===== src/rtl/pipe_pkg.sv =====
// Shared types and constants for the pipeline memory/writeback stage.
// Includes the misalignment predicate used when MISALIGN_CHECK_EN is defined.
package pipe_pkg;

  localparam int XLEN = 32;

  typedef enum logic [1:0] {
    WB_ALU = 2'b00,
    WB_MEM = 2'b01,
    WB_PC4 = 2'b10,
    WB_CSR = 2'b11
  } wb_sel_e;

  localparam logic [1:0] SZ_B = 2'b00;
  localparam logic [1:0] SZ_H = 2'b01;
  localparam logic [1:0] SZ_W = 2'b10;

  typedef enum logic {
    IDLE = 1'b0,
    REQ  = 1'b1
  } mem_state_e;

  function automatic logic is_misaligned(input logic [1:0] size, input logic [1:0] lane);
    logic res;
    res = 1'b0;
    if (size == SZ_H) res = lane[0];
    else if (size != SZ_B) res = (lane != 2'b00);
    return res;
  endfunction

endpackage


===== src/rtl/load_store_align.sv =====
// Combinational lane logic: store byte enables and data replication,
// plus load lane extraction with sign/zero extension.
module load_store_align
  import pipe_pkg::*;
(
  input  logic [1:0]      i_st_size,
  input  logic [1:0]      i_st_lane,
  input  logic [XLEN-1:0] i_st_data,
  output logic [3:0]      o_be,
  output logic [XLEN-1:0] o_wdata,
  input  logic [2:0]      i_ld_funct3,
  input  logic [1:0]      i_ld_lane,
  input  logic [XLEN-1:0] i_ld_data,
  output logic [XLEN-1:0] o_ld_data
);

  logic [7:0]  w_ld_byte;
  logic [15:0] w_ld_half;

  always_comb begin
    o_be    = 4'b1111;
    o_wdata = i_st_data;
    case (i_st_size)
      SZ_B: begin
        o_be    = 4'b0001 << i_st_lane;
        o_wdata = {4{i_st_data[7:0]}};
      end
      SZ_H: begin
        o_be    = 4'b0011 << {i_st_lane[1], 1'b0};
        o_wdata = {2{i_st_data[15:0]}};
      end
      default: ;
    endcase
  end

  always_comb begin
    case (i_ld_lane)
      2'd0:    w_ld_byte = i_ld_data[7:0];
      2'd1:    w_ld_byte = i_ld_data[15:8];
      2'd2:    w_ld_byte = i_ld_data[23:16];
      default: w_ld_byte = i_ld_data[31:24];
    endcase
    w_ld_half = i_ld_lane[1] ? i_ld_data[31:16] : i_ld_data[15:0];
  end

  // funct3[2] selects zero extension (lbu/lhu)
  always_comb begin
    o_ld_data = i_ld_data;
    case (i_ld_funct3[1:0])
      SZ_B: o_ld_data = i_ld_funct3[2] ? {24'b0, w_ld_byte}
                                       : {{24{w_ld_byte[7]}}, w_ld_byte};
      SZ_H: o_ld_data = i_ld_funct3[2] ? {16'b0, w_ld_half}
                                       : {{16{w_ld_half[15]}}, w_ld_half};
      default: ;
    endcase
  end

endmodule


===== src/rtl/mem_wb_stage.sv =====
// Memory/writeback stage: data-memory valid/ack handshake, lane alignment, writeback mux.
// Optional macro MISALIGN_CHECK_EN turns misaligned half/word accesses into a one-cycle exception.
module mem_wb_stage
  import pipe_pkg::*;
(
  input  logic        clk,
  input  logic        rst,
  input  logic        reg_wr_in,
  input  logic        wr_en_in,
  input  logic        rd_en_in,
  input  logic [1:0]  wb_sel_in,
  input  logic [2:0]  funct3_in,
  input  logic [4:0]  rd_addr_in,
  input  logic [31:0] alu_result_in,
  input  logic [31:0] store_data_in,
  input  logic [31:0] pc_plus4_in,
  input  logic [31:0] csr_rdata_in,
  output logic        mem_req,
  output logic        mem_we,
  output logic [31:0] mem_addr,
  output logic [31:0] mem_wdata,
  output logic [3:0]  mem_be,
  input  logic        mem_ack,
  input  logic [31:0] mem_rdata,
  output logic        rf_we,
  output logic [4:0]  rf_waddr,
  output logic [31:0] rf_wdata,
  output logic        stall,
  output logic        misalign_exc
);

  mem_state_e  r_state;
  mem_state_e  w_state_next;
  logic [2:0]  r_funct3;
  logic [1:0]  r_lane;
  logic [4:0]  r_rd_addr;
  logic        r_reg_wr;

  logic        w_mem_op;
  logic        w_issue;
  logic [3:0]  w_be;
  logic [31:0] w_wdata;
  logic [31:0] w_ld_data;
  logic [31:0] w_wb_data;

  assign w_mem_op = rd_en_in | wr_en_in;

`ifdef MISALIGN_CHECK_EN
  logic w_misalign;
  logic r_misalign;

  assign w_misalign   = w_mem_op && is_misaligned(funct3_in[1:0], alu_result_in[1:0]);
  assign w_issue      = w_mem_op && !w_misalign;
  assign misalign_exc = r_misalign;

  always_ff @(posedge clk) begin
    if (rst) r_misalign <= 1'b0;
    else     r_misalign <= (r_state == IDLE) && w_misalign;
  end
`else
  assign w_issue      = w_mem_op;
  assign misalign_exc = 1'b0;
`endif

  load_store_align u_align (
    .i_st_size   (funct3_in[1:0]),
    .i_st_lane   (alu_result_in[1:0]),
    .i_st_data   (store_data_in),
    .o_be        (w_be),
    .o_wdata     (w_wdata),
    .i_ld_funct3 (r_funct3),
    .i_ld_lane   (r_lane),
    .i_ld_data   (mem_rdata),
    .o_ld_data   (w_ld_data)
  );

  always_comb begin
    case (wb_sel_e'(wb_sel_in))
      WB_MEM:  w_wb_data = w_ld_data;
      WB_PC4:  w_wb_data = pc_plus4_in;
      WB_CSR:  w_wb_data = csr_rdata_in;
      default: w_wb_data = alu_result_in;
    endcase
  end

  always_comb begin
    w_state_next = r_state;
    stall        = 1'b0;
    case (r_state)
      IDLE: begin
        if (w_issue) begin
          stall        = 1'b1;
          w_state_next = REQ;
        end
      end
      REQ: begin
        stall = !mem_ack;
        if (mem_ack) w_state_next = IDLE;
      end
      default: w_state_next = IDLE;
    endcase
  end

  always_ff @(posedge clk) begin
    if (rst) r_state <= IDLE;
    else     r_state <= w_state_next;
  end

  // rf_we is a single-cycle pulse; address/data hold their last value
  always_ff @(posedge clk) begin
    if (rst) begin
      mem_req   <= 1'b0;
      mem_we    <= 1'b0;
      mem_addr  <= 32'b0;
      mem_wdata <= 32'b0;
      mem_be    <= 4'b0;
      rf_we     <= 1'b0;
      rf_waddr  <= 5'b0;
      rf_wdata  <= 32'b0;
      r_funct3  <= 3'b0;
      r_lane    <= 2'b0;
      r_rd_addr <= 5'b0;
      r_reg_wr  <= 1'b0;
    end else begin
      rf_we <= 1'b0;
      case (r_state)
        IDLE: begin
          if (w_issue) begin
            mem_req   <= 1'b1;
            mem_we    <= wr_en_in;
            mem_addr  <= {alu_result_in[31:2], 2'b00};
            mem_wdata <= w_wdata;
            mem_be    <= w_be;
            r_funct3  <= funct3_in;
            r_lane    <= alu_result_in[1:0];
            r_rd_addr <= rd_addr_in;
            r_reg_wr  <= reg_wr_in;
          end else if (!w_mem_op) begin
            rf_we    <= reg_wr_in && (rd_addr_in != 5'd0);
            rf_waddr <= rd_addr_in;
            rf_wdata <= w_wb_data;
          end
        end
        REQ: begin
          if (mem_ack) begin
            mem_req <= 1'b0;
            if (!mem_we) begin
              rf_we    <= r_reg_wr && (r_rd_addr != 5'd0);
              rf_waddr <= r_rd_addr;
              rf_wdata <= w_ld_data;
            end
          end
        end
        default: ;
      endcase
    end
  end

endmodule


===== config.mk =====
export PLATFORM = sky130hd
export DESIGN_NAME = mem_wb_stage
export DESIGN_NICKNAME = d
export VERILOG_FILES = /design/src/rtl/pipe_pkg.sv /design/src/rtl/load_store_align.sv /design/src/rtl/mem_wb_stage.sv
export SDC_FILE = /design/constraint.sdc
export NUM_CORES = 1
export LEC_CHECK = 0
export CAP_MARGIN = 20
export CORE_MARGIN = 3
export CORE_UTILIZATION = 43
export CTS_BUF_LIST = sky130_fd_sc_hd__clkbuf_2 sky130_fd_sc_hd__clkbuf_4 sky130_fd_sc_hd__clkbuf_8
export CTS_CLUSTER_SIZE = 8
export DETAILED_ROUTE_END_ITERATION = 6
export GPL_ROUTABILITY_DRIVEN = 0
export PLACE_DENSITY_LB_ADDON = 0.25
export SETUP_SLACK_MARGIN = 0.3
export SYNTH_ARGS = -nofsm -noshare
export SYNTH_HDL_FRONTEND = slang
export SYNTH_SLANG_ARGS = --single-unit

===== constraint.sdc =====
create_clock -name clk -period 1.9 [get_ports clk]
set_clock_uncertainty 0.05 [all_clocks]
set_input_delay 0.19 -clock clk [delete_from_list [all_inputs] [get_ports clk]]
set_output_delay 0.19 -clock clk [all_outputs]
set_load 0.005 [all_outputs]

---- After elaboration in Yosys (flattened, before gate mapping) ----
Index checks and enable logic that the tools add are counted.
storage, ports and cells
  ROM bits ................................ 0
  memory bits (writable) .................. 0
  memories ................................ 0
  register bits after elaboration ......... 118
  bits in latches ......................... 0
  word-level logic and storage cells ...... 66
cells by class
  bitwise gates (word level) .............. 2
  equality and inequality tests ........... 11
  add/subtract/negate cells ............... 0
  magnitude comparators ................... 0
  shifts and indexed selects .............. 2
  multiply operators ...................... 0
  reductions and logical operators ........ 11
  muxes and demuxes ....................... 27
  divide/modulo/power cells ............... 0
operators with widths
  operator             number
  $pmux 32 s2          3
  $mux 32              5
  $pmux 32 s3          1
  $pmux 8 s3           1
  $mux 16              1
  $mux 5               3
  $pmux 5 s2           1
  $reduce_bool 5->1    2
  $eq 2x1->1 const B   4
  $ne 2x2->1 const B   4
  $pmux 1 s2           4
  $pmux 4 s2           1
  $mux 1               7
  $eq 2x2->1 const B   3
  $logic_not 2->1      3
  $reduce_and 2->1     2
  $shl 1x2->4 const A  1
  $shl 2x2->4 const A  1
  $reduce_and 3->1     1
  $logic_and 1x1->1    2
  $logic_not 1->1      1
  $not 1->1            1
  $or 1x1->1           1

---- Logic depth before layout (Yosys ltp) ----
Gate-level depths: netlist of run 1.
  depth after elaboration ................. 7
  gate-level depth with buffers ........... 8
  mapped depth without buffers ............ 5

---- Cells and area by module ----
Synthesis of run 1 repeated with hierarchy kept, for this count alone.
second synthesis, totals
  cells, all modules ...................... 826
  area total of the unflattened synthesis .. 6551.3 µm²
by module, submodules not included
  module            area each (µm²)  cells an instance  instances  seq. area each (µm²)
  mem_wb_stage      5267.6           644                1          2362.3
  load_store_align  1283.7           182                1          0.0

---- Least setup slack after synthesis of run 1 ----
Ideal clock, no wire load.
  path kind ............................... register -> register
  start ................................... reg r_lane[1]
  end ..................................... reg rf_wdata[16]
  setup slack ............................. 203 ps
  library setup time ...................... 81 ps
  arrival time ............................ 1566 ps
  data required time ...................... 1769 ps
  clock period less this slack ............ 1697 ps
  stages on the path, launching flop included .. 8
  cells stage by stage .................... dfxtp_1 > buf_6 > or3_1 > o32a_2 > a21oi_4 > buf_6 > o21ai_1 > a211oi_2
between the ends
  word-level cells in the longest chain between the ends .. 7
  elaborated cells between the ends (all ways) .. 13
  classes of those cells .................. eq/ne (2); mux (10); reduce/logical (1)
ends and longest elaborated chain
  element                                   line                                      source
  from (decl)                               mem_wb_stage.sv:35                        logic [1:0] r_lane;
  from (signal assigned)                    mem_wb_stage.sv:135                       r_lane <= alu_result_in[1:0];
  $eq 2x2->1, or another cell as far along  load_store_align.sv:37                    case (i_ld_lane)
  $pmux 8 s3                                load_store_align.sv:37
  $mux 32                                   load_store_align.sv:50                    SZ_B: o_ld_data = i_ld_funct3[2] ? {24'b0, w_ld_byte}
  $pmux 32 s2 *                             load_store_align.sv:49                    case (i_ld_funct3[1:0])
  $pmux 32 s3 or $mux 32 (tied branches)    mem_wb_stage.sv:78, mem_wb_stage.sv:147
  $mux 32 (on tied branches)                mem_wb_stage.sv:128, mem_wb_stage.sv:145
  $pmux 32 s2 *                             mem_wb_stage.sv:126                       case (r_state)
  to (signal assigned)                      mem_wb_stage.sv:141                       rf_wdata <= w_wb_data;
  to (signal assigned)                      mem_wb_stage.sv:150                       rf_wdata <= w_ld_data;
  to (decl)                                 mem_wb_stage.sv:27                        output logic [31:0] rf_wdata,
Mark *: on every way between the ends. The rest lies on a longest branch, timed or not. The select of a mux whose other input is x is not followed.
A chain may end at the register's enable or synchronous reset.

---- Final worst setup path of run 1 ----
  start ................................... reg r_funct3[1]
  end ..................................... reg rf_wdata[16]
between the ends
  word-level cells in the longest chain between the ends .. 5
  elaborated cells between the ends (all ways) .. 8
  classes of those cells .................. eq/ne (1); mux (6); reduce/logical (1)
ends and longest elaborated chain
  element                                        line                                      source
  from (decl)                                    mem_wb_stage.sv:34                        logic [2:0] r_funct3;
  from (signal assigned)                         mem_wb_stage.sv:134                       r_funct3 <= funct3_in;
  $eq 2x1->1 or $logic_not 2->1 (tied branches)  load_store_align.sv:49
  $pmux 32 s2 *                                  load_store_align.sv:49
  $pmux 32 s3 or $mux 32 (tied branches)         mem_wb_stage.sv:78, mem_wb_stage.sv:147
  $mux 32 (on tied branches)                     mem_wb_stage.sv:128, mem_wb_stage.sv:145
  $pmux 32 s2 *                                  mem_wb_stage.sv:126
Marks and branches as above.

==> summary by stage, run 1 <==
Timing
For the final routed database, the setup TNS stands at 0 ps. The portion of the clock cycle consumed by the worst path in the final layout is 0.929. The final setup violation count is 0.

Counting I/O delays and the setup requirement, the final critical path takes 1760 ps. At the pin with the least slew margin, the transition time is 566 ps. Setup repair after global routing could not meet its margin everywhere.

The count of endpoints failing hold in the final timing report is 0. The worst relative slew slack is 0.622. The smallest hold slack is 188 ps.

The number of pins with negative max-slew slack in the final report came to 0. Timing would allow up to 567 MHz.

Synthesis
Of the synthesized area, sequential elements account for 0.380. Counting flops with an async set or reset pin after synthesis yields a share of 0. The count of flip-flops with a built-in enable after synthesis is 0. A synthesized cell averages 7.72 um^2. The flip-flop and latch count after synthesis is 118. The cell area after synthesis is 6220 um^2. The synthesized design spends more area on one cell type than any other, namely sky130_fd_sc_hd__dfxtp_1. Among all flip-flop cells after synthesis, the most frequent one is sky130_fd_sc_hd__dfxtp_1. The number of warnings printed during yosys synthesis is 0. The netlist uses 42 different library cells.

The synthesized netlist cell count is 806. Of the post-synthesis cell area, the dominant cell type holds 0.380. After synthesis, the cell types taking the most area are sky130_fd_sc_hd__dfxtp_1 (38%), sky130_fd_sc_hd__nand2_1 (8.6%), sky130_fd_sc_hd__a21oi_1 (6.5%), sky130_fd_sc_hd__nor2_1 (6.4%), sky130_fd_sc_hd__mux2i_1 (5.6%).

Floorplanning
The initial utilization of the core area, before any placement, comes to 0.445. The core area is 14000 um^2. The number of placement rows is 43. The die covers 15900 um^2. The width of the die is 126 um. In this run the vertical extent of the chip is 126 um. The number of primary I/O pins is 286.

Routing
The detailed router finished its first iteration with 655 violations. In the final routed layout, each cell accounts on average for 19.6 um. The total wire length is 25400 um.

The met2 wire length is 12600 um. The via density per instance is 5.68. The detailed route wirelength on metal3 is 2270 um. In this run the remaining antenna-violating nets after routing total 0. In the final routing, the length of wire on met1 measures 9610 um.

In the routed design, unresolved DRC markers number 1. Routed signal wires occupy layers up through met4. The routed layout has 7373 vias. The first detailed-routing pass ran for 7 iterations.

Clock network
The maximum clock insertion buffer count is 2. The clock transition time at the flip-flop clock pins of the worst setup and hold paths is 80 ps. The CTS root buffer is sky130_fd_sc_hd__clkbuf_8. TritonCTS built the clock tree.

TritonCTS created 17 clock buffers. In this run the number of H-tree levels came out at 4. For this design, the sink count on the clock tree is 118. Clock latency on the worst-skew pair, taken at its later pin, is 450 ps.

Finish
The top cell types in the final layout, fill and taps aside, are sky130_fd_sc_hd__clkdlybuf4s50_1 (246), sky130_fd_sc_hd__nand2_1 (142), sky130_fd_sc_hd__dfxtp_1 (100). The leading cell type in the layout, fill and taps excluded is sky130_fd_sc_hd__clkdlybuf4s50_1. From synthesis to final layout, the design area changed by 70.8%.

The repair_antennas step left the layout with diodes totalling 0. In the final design database the tool counted 1281 nets. The layout has 999 filler cells. Of the cells placed in the final design, the portion with a size suffix greater than 1 is 0.199.

Setup path
The type of the worst setup path is reg2reg. The number of cells on the worst reg-to-reg path is 7. The critical path depth in cells is 7. STA classifies the critical path endpoint as a flop. The count of buffering cells on the critical path with inverters included is 2. Traced cell by cell, the critical path runs through or3_4 > o32a_4 > a21oi_4 > buf_12 > buf_12 > o21ai_2 > a211oi_2. The largest single stage delay on the critical path is 380 ps. The data arrival time at the worst-slack endpoint is 2100 ps. The cell seen most often among critical-path stages is sky130_fd_sc_hd__buf_12. The slowest cell on the critical path is sky130_fd_sc_hd__or3_4. Broken down by cell family, the worst path's largest delay share belongs to compound AO/OA/AOI/OAI gates. At the worst endpoint, the required time is 2230 ps. STA classifies the critical path startpoint as a flop.

The highest net fanout along the worst path is 7.

Power and ir drop
The peak supply drop is 0.619 mV. The share of total power dissipated in combinational logic is 0.293. The fraction of power consumed by the clock network is 0.357.

Of the total power, registers draw 0.351. The switching power as a share of total power is 0.282. The power spent charging and discharging nets is 2.27 mW. The static power due to leakage is 4.42 nW. In this run the power density over the cells is 760 nW/um^2. The internal portion of the total power is 5.80 mW.

GRT
In the global route stage, overall resource usage came out at 0.302. The maximum number of pins on one net before global-route repair is 63. The first global-routing pass estimated 37900 um of wire.

The number of antenna violations at the first check in global routing is 0. The number of global-route vias before repair was 7059. The aggregate global routing overflow is 0.

Outcome
The flow ran to the end, but the final reports show violations. The final reports fail on design-rule violations.

Min path
The class of the tightest hold or removal check is in2reg. The worst hold path was traced through 2 stages.

Placement
The sum of net half-perimeters after detailed placement is 18200 um. In this run the tool buffered the top-level ports with 282 buffer cells.

Job
The tool flagged a number of max-cap violations equal to 0.
-- power groups by stage --
stage	combinational [mW]	sequential [mW]	clock (mW)
after floorplan	0.905	2.87	0
after global placement	2.06	2.87	0
after detailed placement	2.09	2.87	0
after CTS	2.24	2.82	2.90
after global routing	2.52	2.85	3.01
final	2.36	2.83	2.88
-- flip-flops by register name, summed over array words and instances, names as in the netlist --
signal and cells:
mem_be 4, r_reg_wr 1, r_funct3 3, mem_addr 30
rf_wdata 32, r_lane 2, mem_we 1, mem_req 1
rf_we 1, mem_wdata 32, rf_waddr 5, r_state 1
r_rd_addr 5
-- routing by layer --
layer / global-route usage / vias up
met5: 0 / -
met2: 0.524 / 401
met4: 0.111 / 0
met3: 0.0861 / 76
met1: 0.356 / 3457
li1: - / 3439
-- metrics by stage --
step	util	total power [mW]	setup slack (ps)	instances	cell area (um^2)
4_1_cts	0.738	7.97	173	1292	10300
3_5_place_dp	0.677	4.96	-116	1246	9470
5_1_grt	0.759	8.38	66.5	1298	10600
2_1_floorplan	-	3.77	233	808	6240
6_report	0.759	8.07	136	1298	10600
3_3_place_gp	0.677	4.94	-84.2	1246	9470
-- cells in the mapped netlist (2+ instances only) --
cell,n
sky130_fd_sc_hd__o21ai_0,33
sky130_fd_sc_hd__and2_1,11
sky130_fd_sc_hd__nor3_1,12
sky130_fd_sc_hd__nand2_1,143
sky130_fd_sc_hd__o221ai_1,7
sky130_fd_sc_hd__a31oi_1,9
sky130_fd_sc_hd__or3_1,2
sky130_fd_sc_hd__nand2b_1,3
sky130_fd_sc_hd__a21oi_1,81
sky130_fd_sc_hd__or4_1,2
sky130_fd_sc_hd__o22ai_1,15
sky130_fd_sc_hd__inv_1,11
sky130_fd_sc_hd__a211oi_1,28
sky130_fd_sc_hd__a311oi_1,15
sky130_fd_sc_hd__nor2_1,106
sky130_fd_sc_hd__mux2_2,29
sky130_fd_sc_hd__buf_6,2
sky130_fd_sc_hd__a22oi_1,23
sky130_fd_sc_hd__buf_1,10
sky130_fd_sc_hd__mux2i_1,35
sky130_fd_sc_hd__a2bb2oi_1,3
sky130_fd_sc_hd__a22o_1,2
sky130_fd_sc_hd__dfxtp_1,118
sky130_fd_sc_hd__a211oi_2,12
sky130_fd_sc_hd__or2_2,8
sky130_fd_sc_hd__buf_2,12
sky130_fd_sc_hd__o21ai_1,9
sky130_fd_sc_hd__clkbuf_1,47
sky130_fd_sc_hd__nor3b_1,2
sky130_fd_sc_hd__buf_4,4
-- cell type report --
cell class                      count  area [um^2]  share of cell area
Multi-Input combinational cell    603         3790               0.357
Timing Repair Buffer              353         3660               0.344
Sequential cell                   118         2400               0.226
Clock buffer                       21          283              0.0266
Tap cell                          180          225              0.0212
Clock inverter                     11          219              0.0206
Inverter                           12         45.0             0.00424
-- final timing paths --
| path | from | end | slack, ps |
|---|---|---|---|
| hold reg to reg | mem_wdata[0] | mem_wdata[0] | 410 |
| setup / recovery | r_funct3[1] | rf_wdata[16] | 140 |
| setup reg to reg | r_funct3[1] | rf_wdata[16] | 140 |
| hold / removal | rst | mem_addr[10] | 190 |
-- cells by family after synthesis --
logic type	Yosys count	share of synthesized area
and+or+nand+nor	293	0.195
AOI/OAI and AO/OA	243	0.256
DFF	118	0.380
buffers and inverters	87	0.0598
muxes	64	0.109
other	1	0.000603
-- repair_timing --
action                     4_1_cts  5_1_grt
setup buffers                    9        6
setup endpoints to repair       57       62
pin swaps                       21       25
resized for setup               64       77
hold buffers                     0        0
cloned                           5        0
Note: power is estimated with default switching activity, not from simulation.
==> run 2, diff against run 1 <==
- REMOVE_ABC_BUFFERS: not set -> 1
==> summary by stage, run 2 (synthesis gave the netlist of run 1 again) <==
Timing
Setup slack on the critical path of the routed design comes to 132 ps. Setup repair after global routing could not meet its margin everywhere. The time the worst path needs with I/O delays and setup is 1770 ps. The count of endpoints failing hold in the final timing report was 0.

Static timing analysis puts the maximum clock frequency at 566 MHz. The number of pins with negative max-slew slack in the final report came to 0. The final setup violation count is 0.

The portion of the clock cycle consumed by the worst path in the final layout is 0.930.

Routing
For this block, the routed nets add up to 23700 um of wire. After detailed routing, the number of remaining DRC violations is 0. The via density per instance is 5.46. Before antenna repair, the detailed router went through 5 iterations. Summing over every cut layer, the via total after detailed routing is 7099. The iteration-0 DRC count of the detailed router is 415. The average wire per standard cell is 18.2 um. The count of nets left with antenna violations once routing finished came out at 0.

Floorplanning
The height of the die is 126 um. The number of placement rows is 43. The core area is 14000 um^2. The die covers 15900 um^2. 286 I/O pins were placed. The width of the die is 126 um. The initial utilization of the core area, before any placement, comes to 0.445.

Placement
The HPWL after detailed placement is 17000 um. At the placement stage, the worst setup path has a slack of -86.4 ps. Buffers placed on the I/O ports in this run total 282.

Setup path
The kind of end point of the critical path is a flop. Along the worst path, the maximum fanout reaches 13. Broken down by cell family, the worst path's largest delay share belongs to compound AO/OA/AOI/OAI gates.

The required time of the critical path is 2200 ps. The critical path goes through or3_1 > o32a_2 > a21oi_4 > buf_12 > o21ai_0 > a211oi_1. The data arrival time at the worst-slack endpoint is 2060 ps. The worst setup path is launched from a flop. Together, buffers and inverters on the worst path number 1. The slowest stage of the critical path belongs to the cell sky130_fd_sc_hd__or3_1. The critical path in this run is classified as reg2reg. The peak per-stage delay on the critical path is 370 ps.

Finish
From synthesis to final layout, the design area changed by 67.0%. Leaving out fill and tap cells, the most frequent cell in the layout is sky130_fd_sc_hd__clkdlybuf4s50_1. In the final layout, the share of cells above drive strength 1 is 0.175. In the layout the commonest cells are sky130_fd_sc_hd__clkdlybuf4s50_1 (238), sky130_fd_sc_hd__nand2_1 (142), sky130_fd_sc_hd__dfxtp_1 (108). The repair_antennas step left the layout with diodes totalling 0. The largest registers in the layout are mem_wdata x32, rf_wdata x32, mem_addr x30. The utilization after layout is 0.742. The number of nets in the layout is 1282.

Job
The total of max-cap violations is 0.

Clock network
The clock transition time at the flip-flop clock pins of the worst setup and hold paths is 70 ps. In this run the number of H-tree levels came out at 4. The clock net in this run drives a total of 118 sinks. The clock tree from TritonCTS is done. Buffers inserted during clock tree synthesis total 17. The maximum clock insertion buffer count is 2.

The count of hold buffers inserted by post-cts repair is 0. CTS placed an instance of sky130_fd_sc_hd__clkbuf_8 at the clock tree root. The clock latency of the later-clocked register in the worst-skew pair is 440 ps.

Power and ir drop
Summing internal, switching and leakage power gives 7.28 mW. The share of total power dissipated in sequential elements is 0.387. The share of total power dissipated in the clock network is 0.305. The cell-internal power is 5.13 mW. The peak supply drop is 0.513 mV. The share of total power dissipated in combinational logic is 0.308. Summed over all cells, the static leakage comes to 4.52 nW. Summed over all nets, the switching power comes to 2.15 mW.

Of the total power, the share spent switching nets is 0.295. For this design the ratio of total power to cell area is 701 nW/um^2.

Min path
The min-delay analysis places its worst path in the category in2reg.

GRT
Global routing finished with a remaining overflow of 0. Entering global routing, the biggest net connects 40 pins. The global router's overall resource usage is 0.282. The number of antenna violations at the first check in global routing came to 0.

The wire length of the first global-routing pass is 36000 um. The number of global-route vias before repair came to 6947.

Outcome
The flow ran to the end, and the final reports show no timing, DRC or antenna violations.
run 2: metal layers:
metal / part of all wire / track usage / vias to the layer above
met2: 0.49 / 0.483 / 325
met3: 0.092 / 0.0937 / 51
li1: - / - / 3435
met1: 0.39 / 0.326 / 3288
met5: 0 / 0 / -
met4: 0.028 / 0.108 / 0
run 2: power groups by stage:
stage	combinational, mW	clock [mW]	sequential, mW
floorplan	0.754	0	2.90
global placement	2.07	0	2.86
detailed placement	2.09	0	2.87
CTS	2.14	2.26	2.82
global route	2.42	2.38	2.84
finish	2.24	2.22	2.82
run 2: metrics by stage:
stage / instances / hold WS [ps] / setup TNS (ps) / cell area (um^2)
3_3_place_gp: 1251 / 388 / -369 / 9520
3_5_place_dp: 1251 / 396 / -651 / 9520
2_1_floorplan: 733 / 205 / -202530 / 5900
6_report: 1299 / 113 / 0 / 10400
4_1_cts: 1287 / 74.9 / 0 / 10000
5_1_grt: 1299 / 106 / 0 / 10400
run 2: cell type report:
type,count,area [um^2]
inverter,12,45.0
clock inverter,9,75.1
timing repair buffer,354,3700
fill,1085,3610
sequential,118,2380
multi-input combinational,603,3650
tap,180,225
clock buffer,23,304
run 2: path summary, 6_finish.rpt:
| kind | from | to | slack (ps) | depth (start not counted) |
|---|---|---|---|---|
| worst min register to register | mem_wdata[26] | mem_wdata[26] | 400 | 2 |
| worst max register to register | r_lane[1] | rf_wdata[28] | 130 | 6 |
| worst max-delay path | r_lane[1] | rf_wdata[28] | 130 | 6 |
| worst min-delay path | rst | mem_be[1] | 110 | 2 |
run 2: timing repair:
item,4_1_cts,5_1_grt
pin swaps,4,22
endpoints found under the setup margin,43,74
gates resized for setup,23,64
setup buffers,2,8
cloned,2,4
==> run 3, diff against run 2 <==
- CELL_PAD_IN_SITES_DETAIL_PLACEMENT: not set -> 1
- CELL_PAD_IN_SITES_GLOBAL_PLACEMENT: not set -> 1
- CORE_UTILIZATION: 43 -> 30
==> summary by stage, run 3 (synthesis gave the netlist of run 1 again) <==
Clock network
The clock transition time at the flip-flop clock pins of the worst setup and hold paths is 70 ps. The total number of clock tree sinks is 118. The clock tree from TritonCTS is done. In this run the deepest clock path goes through 2 buffers. The clock latency of the later-clocked register in the worst-skew pair is 440 ps. The tree is rooted in a sky130_fd_sc_hd__clkbuf_8. The number of H-tree levels is 4. The number of buffers created by CTS is 17.

The number of hold buffers added after CTS was 0.

Min path
In this run the most critical hold path is launched from rst. For hold timing, the worst endpoint is mem_be[3]. The worst hold path passes through 2 cells. The tightest min-delay check is of the in2reg type.

Routing
In the routed design, unresolved DRC markers number 0. The total iterations of the first detailed-routing run is 4. The total wire length is 28100 um. The average wire per standard cell is 20.2 um. The detailed router placed 7200 vias in this run.

The via density per instance is 5.16. The detail route stage leaves a number of antenna-violating nets equal to 0. The iteration-0 DRC count of the detailed router is 233.

GRT
The wire length of the first global-routing pass is 41400 um. The number of antenna violations at the first check in global routing is 1. The aggregate global routing overflow is 0. The global router's overall resource usage is 0.237.

The number of global-route vias before repair was 7497. The maximum number of pins on one net before global-route repair is 43.

Timing
Across all hold checks on the routed design, the worst slack comes to 126 ps. The time the worst path needs with I/O delays and setup is 1760 ps. Timing would allow up to 569 MHz.

The count of endpoints failing hold in the final timing report is 0. Setup slack on the critical path of the routed design comes to 142 ps. The portion of the clock cycle consumed by the worst path in the final layout is 0.925.

Setup violations remaining at the end of the flow were counted as 0. Setup repair after global routing could not meet its margin everywhere. Summed over all failing endpoints, the final setup total negative slack is 0 ps.

The number of pins with negative max-slew slack in the final report is 0.

Power and ir drop
The static power due to leakage is 4.89 nW. VDD sags by at most 0.391 mV. The portion of total power attributed to combinational logic is 0.297.

The power spent charging and discharging nets is 2.30 mW. Of the total power, the clock network draws 0.356. The internal portion of the total power is 5.83 mW. The switching power as a share of total power is 0.283. The share of total power dissipated in sequential elements is 0.347. Power spread over the standard cell area amounts to 748 nW/um^2.

Setup path
The number of buffers and inverters on the critical path is 1. The highest net fanout along the worst path is 14. The worst register-to-register path ends at rf_wdata[26]. For the worst flop-to-flop path, the logic depth is 6. The worst setup path is launched from a flop.

The setup check on the worst reg-to-reg path leaves a slack of 140 ps. The required time of the critical path is 2190 ps. The signal on the critical path passes through or3_4 > o32a_4 > a21oi_4 > buf_12 > o21ai_0 > a211oi_1. The kind of cell adding the most delay to the critical path is compound AO/OA/AOI/OAI gates. The kind of end point of the critical path is a flop.

The peak per-stage delay on the critical path is 380 ps. For the worst setup path, the data arrival time is 2050 ps. The type of the worst setup path is reg2reg. The startpoint identified for the worst register-to-register timing path is r_lane[1].

The slowest cell on the critical path is sky130_fd_sc_hd__or3_4.

Finish
The leading cell type in the layout, fill and taps excluded is sky130_fd_sc_hd__clkdlybuf4s50_1. The largest registers in the layout are mem_wdata x32, rf_wdata x32, mem_addr x30. The number of nets in the layout is 1285. Leaving out filler cells and counting taps, the final layout contains 1394. Once layout is done, the placed cells without fillers occupy 10900 um^2.

The proportion of layout cells with a drive suffix above 1 is 0.187. In the layout the commonest cells are sky130_fd_sc_hd__clkdlybuf4s50_1 (222), sky130_fd_sc_hd__nand2_1 (142), sky130_fd_sc_hd__dfxtp_1 (107). The filler cells instantiated in the layout total 2349. The area growth from synthesis to final layout is 74.7%.

Placement
The cell count after placement is 1334. The placed instance area is 9630 um^2. In this run the tool buffered the top-level ports with 282 buffer cells.

Before CTS, the worst setup slack after placement is -164 ps. The sum of net half-perimeters after detailed placement is 19700 um.

Floorplanning
From bottom edge to top edge, the die measures 150 um. The die is 150 um wide. The core region is 20300 um^2. The number of primary I/O pins is 286.

The die covers 22500 um^2. For this configuration, the core starts out at a cell density of 0.306. After floorplanning, the core was divided into 52 placement rows.

Outcome
The flow ran to the end, and the final reports show no timing, DRC or antenna violations.

Job
The total of max-cap violations is 0.
## run 3: per-stage QoR
stage	total power, mW	util
floorplan	3.65	-
global placement	4.98	0.475
detailed placement	5.03	0.475
CTS	8.14	0.523
global route	8.51	0.535
finish	8.13	0.535
## run 3: worst max path at each step
stage,startpoint,end,slack [ps],cells after the start
finish,r_lane[1],rf_wdata[26],140,6
global route,r_lane[1],rf_wdata[26],100,6
CTS,r_lane[1],rf_wdata[26],150,6
detailed placement,wr_en_in,rf_wdata[23],-160,6
global placement,wr_en_in,rf_wdata[18],-110,6
floorplan,r_state,mem_be[1],-2640,4
## run 3: final cells by class
class | instances | area [um^2] | area share
inverters | 12 | 45.0 | 0.00415
repair buffers | 357 | 3910 | 0.359
flip-flops and latches | 118 | 2390 | 0.220
multi-input cells | 603 | 3690 | 0.340
diodes | 2 | 5.00 | 0.000461
clock inverters | 7 | 163 | 0.0150
clock buffers | 25 | 332 | 0.0305
well taps | 270 | 338 | 0.0311
## run 3: routing by layer
layer  vias to the layer above  track usage  wire, um
met4                         2       0.0682       619
met3                        44       0.0918      2480
met5                         -            0         9
met2                       257        0.408     13500
li1                       3438            -         -
met1                      3459        0.274     11500
## run 3: power by group through the flow
| stage | registers, mW | clock network, mW | logic [mW] |
|---|---|---|---|
| 2_1_floorplan | 2.90 | 0 | 0.754 |
| 3_3_place_gp | 2.86 | 0 | 2.12 |
| 3_5_place_dp | 2.87 | 0 | 2.15 |
| 4_1_cts | 2.82 | 2.93 | 2.38 |
| 5_1_grt | 2.84 | 3.06 | 2.60 |
| 6_report | 2.82 | 2.90 | 2.42 |
## run 3: timing repair
action | 4_1_cts | 5_1_grt
resized for setup | 60 | 75
gates cloned | 7 | 1
pin swaps | 16 | 12
setup buffers | 15 | 3
endpoints found under the setup margin | 48 | 89
